### src/rtl/simple_div_128by64_pkg.sv
// Shared definitions for the 2W-by-W sequential restoring divider.
package simple_div_128by64_pkg;
    localparam int DEF_W = 64;
    localparam int CNT_W = $clog2(DEF_W);

    typedef enum logic [1:0] {
        IDLE = 2'd0,
        CALC = 2'd1,
        DONE = 2'd2
    } state_t;
endpackage

### src/rtl/simple_div_128by64_step.sv
// One combinational restoring-division iteration: shift in a dividend bit, trial-subtract.
module simple_div_step
    import simple_div_128by64_pkg::*;
#(
    parameter int W = DEF_W
) (
    input  logic [W:0]   r,
    input  logic         in_bit,
    input  logic [W-1:0] divisor,
    output logic [W:0]   r_next,
    output logic         q_bit
);
    // R stays below the divisor, so the top bit of t is always zero in practice;
    // carrying it keeps the compare exact for any R the register can hold.
    logic [W+1:0] t;

    always_comb begin
        t      = {r, in_bit};
        q_bit  = (t >= {2'b00, divisor});
        r_next = q_bit ? (W+1)'(t - {2'b00, divisor}) : (W+1)'(t);
    end
endmodule

### src/rtl/simple_div_128by64.sv
// Sequential 2W/W restoring divider, one quotient bit per clock, valid/ready on both sides.
module simple_div_128by64
    import simple_div_128by64_pkg::*;
#(
    parameter int W = DEF_W
) (
    input  logic            clk,
    input  logic            rst,
    input  logic            in_valid,
    output logic            in_ready,
    input  logic [2*W-1:0]  dividend,
    input  logic [W-1:0]    divisor,
    output logic            out_valid,
    input  logic            out_ready,
    output logic [W-1:0]    quotient,
    output logic [W-1:0]    remainder,
    output logic            div_zero,
    output logic            overflow
);
    localparam int CW = $clog2(W);
    localparam logic [CW-1:0] LAST = CW'(W - 1);

    state_t        state, next_state;
    logic [W:0]    r_q;
    logic [W-1:0]  q_q;
    logic [W-1:0]  div_q;
    logic [CW-1:0] cnt;
    logic [W:0]    r_nxt;
    logic          q_bit;
    logic          accept, dz_in, ovf_in;

    assign in_ready  = (state == IDLE);
    assign out_valid = (state == DONE);
    assign accept    = in_valid && in_ready;
    assign dz_in     = (divisor == '0);
    assign ovf_in    = (dividend[2*W-1:W] >= divisor);

    simple_div_step #(.W(W)) u_step (
        .r       (r_q),
        .in_bit  (q_q[W-1]),
        .divisor (div_q),
        .r_next  (r_nxt),
        .q_bit   (q_bit)
    );

    always_ff @(posedge clk) begin
        if (rst) state <= IDLE;
        else     state <= next_state;
    end

    always_comb begin
        next_state = state;
        case (state)
            IDLE: if (in_valid) next_state = (dz_in || ovf_in) ? DONE : CALC;
            CALC: if (cnt == LAST) next_state = DONE;
            DONE: if (out_ready) next_state = IDLE;
            default: next_state = IDLE;
        endcase
    end

    always_ff @(posedge clk) begin
        if (rst) begin
            r_q       <= '0;
            q_q       <= '0;
            div_q     <= '0;
            cnt       <= '0;
            quotient  <= '0;
            remainder <= '0;
            div_zero  <= 1'b0;
            overflow  <= 1'b0;
        end else if (accept) begin
            div_q <= divisor;
            cnt   <= '0;
            r_q   <= {1'b0, dividend[2*W-1:W]};
            q_q   <= dividend[W-1:0];
            // Error cases resolve on the accept edge and skip the iteration loop.
            if (dz_in) begin
                quotient  <= '1;
                remainder <= dividend[W-1:0];
                div_zero  <= 1'b1;
                overflow  <= 1'b0;
            end else if (ovf_in) begin
                quotient  <= '1;
                remainder <= '0;
                div_zero  <= 1'b0;
                overflow  <= 1'b1;
            end
        end else if (state == CALC) begin
            r_q <= r_nxt;
            q_q <= {q_q[W-2:0], q_bit};
            cnt <= cnt + 1'b1;
            if (cnt == LAST) begin
                quotient  <= {q_q[W-2:0], q_bit};
                remainder <= r_nxt[W-1:0];
                div_zero  <= 1'b0;
                overflow  <= 1'b0;
            end
        end
    end
endmodule
### config.mk
export PLATFORM = sky130hd
export DESIGN_NAME = simple_div_128by64
export DESIGN_NICKNAME = d
export VERILOG_FILES = /design/src/rtl/simple_div_128by64_pkg.sv /design/src/rtl/simple_div_128by64_step.sv /design/src/rtl/simple_div_128by64.sv
export SDC_FILE = /design/constraint.sdc
export NUM_CORES = 1
export LEC_CHECK = 0
export BUFFER_PORTS_ARGS = -buffer_cell sky130_fd_sc_hd__buf_2
export CAP_MARGIN = 20
export CORE_MARGIN = 8
export CORE_UTILIZATION = 30
export CTS_CLUSTER_SIZE = 14
export DETAILED_ROUTE_END_ITERATION = 6
export GPL_ROUTABILITY_DRIVEN = 0
export GPL_TIMING_DRIVEN = 0
export PLACE_DENSITY_LB_ADDON = 0.05
export REMOVE_ABC_BUFFERS = 1
export SYNTH_ARGS = -nofsm -noshare
export SYNTH_HDL_FRONTEND = slang
export SYNTH_SLANG_ARGS = --single-unit
### constraint.sdc
create_clock -name clk -period 5.4 [get_ports clk]
set_input_delay 0.27 -clock clk [delete_from_list [all_inputs] [get_ports clk]]
set_output_delay 0.27 -clock clk [all_outputs]
set_load 0.01 [all_outputs]
==> impl_results.html <==
<table>
<tr><th>Metric</th><th>Value</th></tr>
<tr><th colspan="2">Hold path</th></tr>
<tr><td>Type of the tightest min-delay check</td><td>primary input to flop</td></tr>
<tr><th colspan="2">GRT</th></tr>
<tr><td>Global-route wire length before repair</td><td>between 100000 and 150000 um</td></tr>
<tr><td>GRT overflow</td><td>0</td></tr>
<tr><td>Initial antenna violation count</td><td>5</td></tr>
<tr><td>GRT Total Usage</td><td>0.2110</td></tr>
<tr><td>Number of global-route vias before repair</td><td>21090</td></tr>
<tr><td>Maximum number of pins on one net before global-route repair</td><td>between 100 and 150</td></tr>
<tr><th colspan="2">Clocking</th></tr>
<tr><td>Clock root buffer</td><td>clkbuf_16</td></tr>
<tr><td>CTS tree</td><td>built</td></tr>
<tr><td>H-tree depth</td><td>2</td></tr>
<tr><td>Sink count of the clock tree</td><td>about 330</td></tr>
<tr><td>Clk pin slew, worst setup/hold paths</td><td>about 0.060 ns</td></tr>
<tr><td>Clock tree buffer depth</td><td>3</td></tr>
<tr><td>Worst-Skew Late Latency</td><td>around 0.57 ns</td></tr>
<tr><td>Clock buffers created by TritonCTS</td><td>43</td></tr>
<tr><td>Number of post-CTS setup repair buffers</td><td>0</td></tr>
<tr><th colspan="2">Logic synthesis</th></tr>
<tr><td>Ys async rst share</td><td>0</td></tr>
<tr><td>Total of flip-flops plus latches after synthesis</td><td>approximately 330</td></tr>
<tr><td>Most used flip-flop cell after synthesis</td><td>dfxtp_1</td></tr>
<tr><td>Mean instance size in the synthesized netlist</td><td>7.453 sq um</td></tr>
<tr><td>Portion of the post-synthesis area used by sequential elements</td><td>0.3319</td></tr>
<tr><td>Number of distinct library cells after synthesis</td><td>slightly below 90</td></tr>
<tr><td>Number of warning messages in the yosys log</td><td>0</td></tr>
<tr><td>Instance count of the mapped netlist</td><td>2679</td></tr>
<tr><td>Number of enable-type register cells in the synthesized netlist</td><td>0</td></tr>
<tr><td>Post-Syn Area</td><td>around 20000 sq um</td></tr>
<tr><th colspan="2">Setup path</th></tr>
<tr><td>Critical path start-end classification</td><td>primary input to flop</td></tr>
<tr><td>Data arrival time of the worst path</td><td>around 5.2 ns</td></tr>
<tr><td>Worst endpoint required time</td><td>5.85 ns</td></tr>
<tr><td>Kind of end point of the critical path</td><td>flop</td></tr>
<tr><td>Startpoint type of the worst setup path</td><td>primary input</td></tr>
<tr><td>Crit Path Max Fanout</td><td>34</td></tr>
<tr><th colspan="2">STA</th></tr>
<tr><td>Fraction of the cycle the final worst path needs</td><td>0.8802</td></tr>
<tr><td>RSZ-0062 raised after global routing</td><td>false</td></tr>
<tr><td>Max Fclk</td><td>~210 MHz</td></tr>
<tr><td>Final setup skew</td><td>0.01333 ns</td></tr>
<tr><td>Relative slew slack</td><td>0.3045</td></tr>
<tr><td>Hold Vio Cnt, Final</td><td>0</td></tr>
<tr><td>Setup ws final</td><td>approximately 0.65 ns</td></tr>
<tr><td>Worst-margin pin slew</td><td>1.041 ns</td></tr>
<tr><td>Number of setup violations in the final report</td><td>0</td></tr>
<tr><td>Number of pins exceeding their max-slew limit in the final report</td><td>0</td></tr>
<tr><td>Final period demand of the worst path</td><td>4.753 ns</td></tr>
<tr><th colspan="2">Pwr</th></tr>
<tr><td>Total power density per cell area</td><td>about 430 nW/um^2</td></tr>
<tr><td>Power, Total</td><td>roughly 11 mW</td></tr>
<tr><td>Max rail drop VDD</td><td>~0.23 mV</td></tr>
<tr><td>Leak pwr</td><td>11.07 nW</td></tr>
<tr><th colspan="2">Floorplanning</th></tr>
<tr><td>Width of the chip</td><td>about 270 um</td></tr>
<tr><td>Core Area</td><td>~66000 sq um</td></tr>
<tr><td>Floorplan row count</td><td>94</td></tr>
<tr><td>Die area</td><td>around 75000 sq um</td></tr>
<tr><td>I/O pin cnt</td><td>328</td></tr>
<tr><td>Initial standard-cell utilization of the core</td><td>0.3031</td></tr>
<tr><td>Chip Height</td><td>roughly 270 um</td></tr>
<tr><th colspan="2">Cells and area</th></tr>
<tr><td>Fill count</td><td>approximately 7000</td></tr>
<tr><td>Non-Filler Instances</td><td>3916</td></tr>
<tr><td>Share of cells above drive strength 1</td><td>0.1604</td></tr>
<tr><td>Area growth from synthesis to final layout</td><td>26.95%</td></tr>
<tr><td>Share of the core filled with cells</td><td>0.3848</td></tr>
<tr><td>Final net count</td><td>between 3000 and 4000</td></tr>
<tr><th colspan="2">Route</th></tr>
<tr><td>Number of nets with antenna violations after routing</td><td>0</td></tr>
<tr><td>Per-cell routed wire length</td><td>~21 um</td></tr>
<tr><td>Vias per Instance</td><td>roughly 5.3</td></tr>
<tr><td>DRC violation total after the first TritonRoute iteration</td><td>approximately 1300</td></tr>
<tr><td>Initial DRT Pass Iterations</td><td>7</td></tr>
<tr><td>Number of remaining DRC errors</td><td>0</td></tr>
<tr><td>Via Count</td><td>20620</td></tr>
<tr><td>Overall routed net length</td><td>roughly 82000 um</td></tr>
<tr><th colspan="2">Flow run</th></tr>
<tr><td>Number of max-cap violations</td><td>0</td></tr>
<tr><th colspan="2">Placement</th></tr>
<tr><td>Count of input and output buffers</td><td>~330</td></tr>
<tr><td>HPWL after detailed placement</td><td>around 60000 um</td></tr>
<tr><td>Worst slack, placed</td><td>a little over 0.5 ns</td></tr>
<tr><td>Number of cells in the design after placement</td><td>between 3000 and 4000</td></tr>
<tr><th colspan="2">Outcome</th></tr>
<tr><td>Status</td><td>complete, no violations</td></tr>
</table>
cells in the final DEF, fill, tap and decap left out, types with 25 or more instances in the layout:
master,count
buf_2,329
o211a_1,25
nor2_1,344
dfxtp_1,331
o21ai_0,179
nand2_1,303
nand4_1,42
nor3_1,213
xnor2_1,39
clkbuf_16,45
a21oi_1,242
inv_1,157
ha_1,129
o211ai_1,26
a211oi_1,80
a21o_1,32
dlygate4sd3_1,129
repair_timing:
item | 4_1_cts | 5_1_grt
hold buffers | 129 | 0
endpoints found under the setup margin | 0 | 0
resized for setup | 0 | 0
hold endpoints to repair | 131 | 0
stage by stage:
step,instance area [sq um],setup TNS [ns],hold slack (ns)
2_1_floorplan,19140,-725.20,0.3379
3_3_place_gp,21850,-3385.07,0.4432
3_5_place_dp,22520,0,0.4474
4_1_cts,25340,0,0.003684
5_1_grt,25340,0,0.03572
6_report,25350,0,0.02763
worst max-delay path, cell delays in order:
cell and delay, ns:
dlygate4sd3_1 0.52, buf_2 0.14, inv_1 0.05, ha_1 0.28, and4_1 0.22, a221oi_1 0.24
o21ai_0 0.21, a2111oi_1 0.98, o2111ai_1 0.44, a21oi_2 0.46, o21a_4 0.51, buf_12 0.28
a221o_1 0.18, a21oi_1 0.05, a2111oi_1 0.33
worst paths after layout:
path,cells after the start,endpoint,slack (ns),from
max reg2reg,16,remainder[33],1.02,q_q[63]
min,3,q_q[39],0.03,dividend[39]
min reg2reg,2,div_q[2],0.46,div_q[2]
max,15,remainder[56],0.65,divisor[41]
Yosys cell counts (9+ instances only):
| cell | instances | share of area |
|---|---|---|
| a211oi_1 | 80 | 0.030 |
| a21o_1 | 32 | 0.012 |
| a21oi_1 | 242 | 0.061 |
| a221oi_1 | 23 | 0.010 |
| a31oi_1 | 9 | 0.0028 |
| and3_1 | 13 | 0.0041 |
| buf_1 | 13 | 0.0024 |
| buf_2 | 41 | 0.010 |
| clkbuf_1 | 128 | 0.024 |
| dfxtp_1 | 331 | 0.33 |
| ha_1 | 129 | 0.081 |
| inv_1 | 157 | 0.030 |
| mux2_2 | 12 | 0.0068 |
| mux2i_1 | 18 | 0.0090 |
| nand2_1 | 305 | 0.057 |
| nand3_1 | 20 | 0.0050 |
| nand4_1 | 42 | 0.013 |
| nor2_1 | 344 | 0.065 |
| nor3_1 | 213 | 0.053 |
| nor4_1 | 24 | 0.0075 |
| o211a_1 | 25 | 0.013 |
| o211ai_1 | 26 | 0.0098 |
| o21a_1 | 14 | 0.0053 |
| o21ai_0 | 179 | 0.045 |
| o21ai_1 | 11 | 0.0028 |
| o21bai_1 | 22 | 0.0083 |
| or3_1 | 13 | 0.0041 |
| xnor2_1 | 39 | 0.017 |
| xor2_1 | 20 | 0.0088 |
power by group:
part           total [mW]  internal [mW]  switching (mW)  leakage, nW
Clock                3.14           1.94            1.20        0.759
Combinational        4.88           1.81            3.07         7.58
Sequential           3.00           2.76           0.239         2.73
Total                11.0           6.51            4.51         11.1
final cells by class:
| cell class | count | area, sq um | area share |
|---|---|---|---|
| multi-input combinational | 1997 | 11970 | 0.4724 |
| clock inverter | 16 | 237.7 | 0.009379 |
| clock buffer | 62 | 1290 | 0.05089 |
| antenna | 3 | 7.507 | 0.0002962 |
| sequential | 331 | 6626 | 0.2614 |
| tap | 864 | 1081 | 0.04265 |
| inverter | 158 | 598.1 | 0.02360 |
| timing repair buffer | 485 | 3533 | 0.1394 |
metal layers:
metal / vias up / part of all wire / track usage
met5: - / 0.00012 / 0
met4: 2 / 0.025 / 0.06032
met3: 102 / 0.056 / 0.03398
met2: 513 / 0.45 / 0.3411
met1: 9870 / 0.47 / 0.2878
li1: 10130 / - / -
cells by family (layout without fill, tap and decap cells):
family	count (synthesis)	in the layout	synth area share
and+or+nand+nor	1022	1022	0.2280
AOI/OAI and AO/OA	753	753	0.2433
buffers and inverters	351	721	0.07119
DFF	331	331	0.3319
adders and majority gates	130	130	0.08185
xor gates and xnor gates	60	60	0.02670
muxes	32	32	0.01711
other	0	3	0
state kept, by name, summed over array words and instances (netlist names):
register   flops
r_q           65
div_q         64
q_q           64
quotient      64
remainder     64
cnt            6
state          2
div_zero       1
overflow       1
No activity file was read; power rests on OpenSTA's default activity.
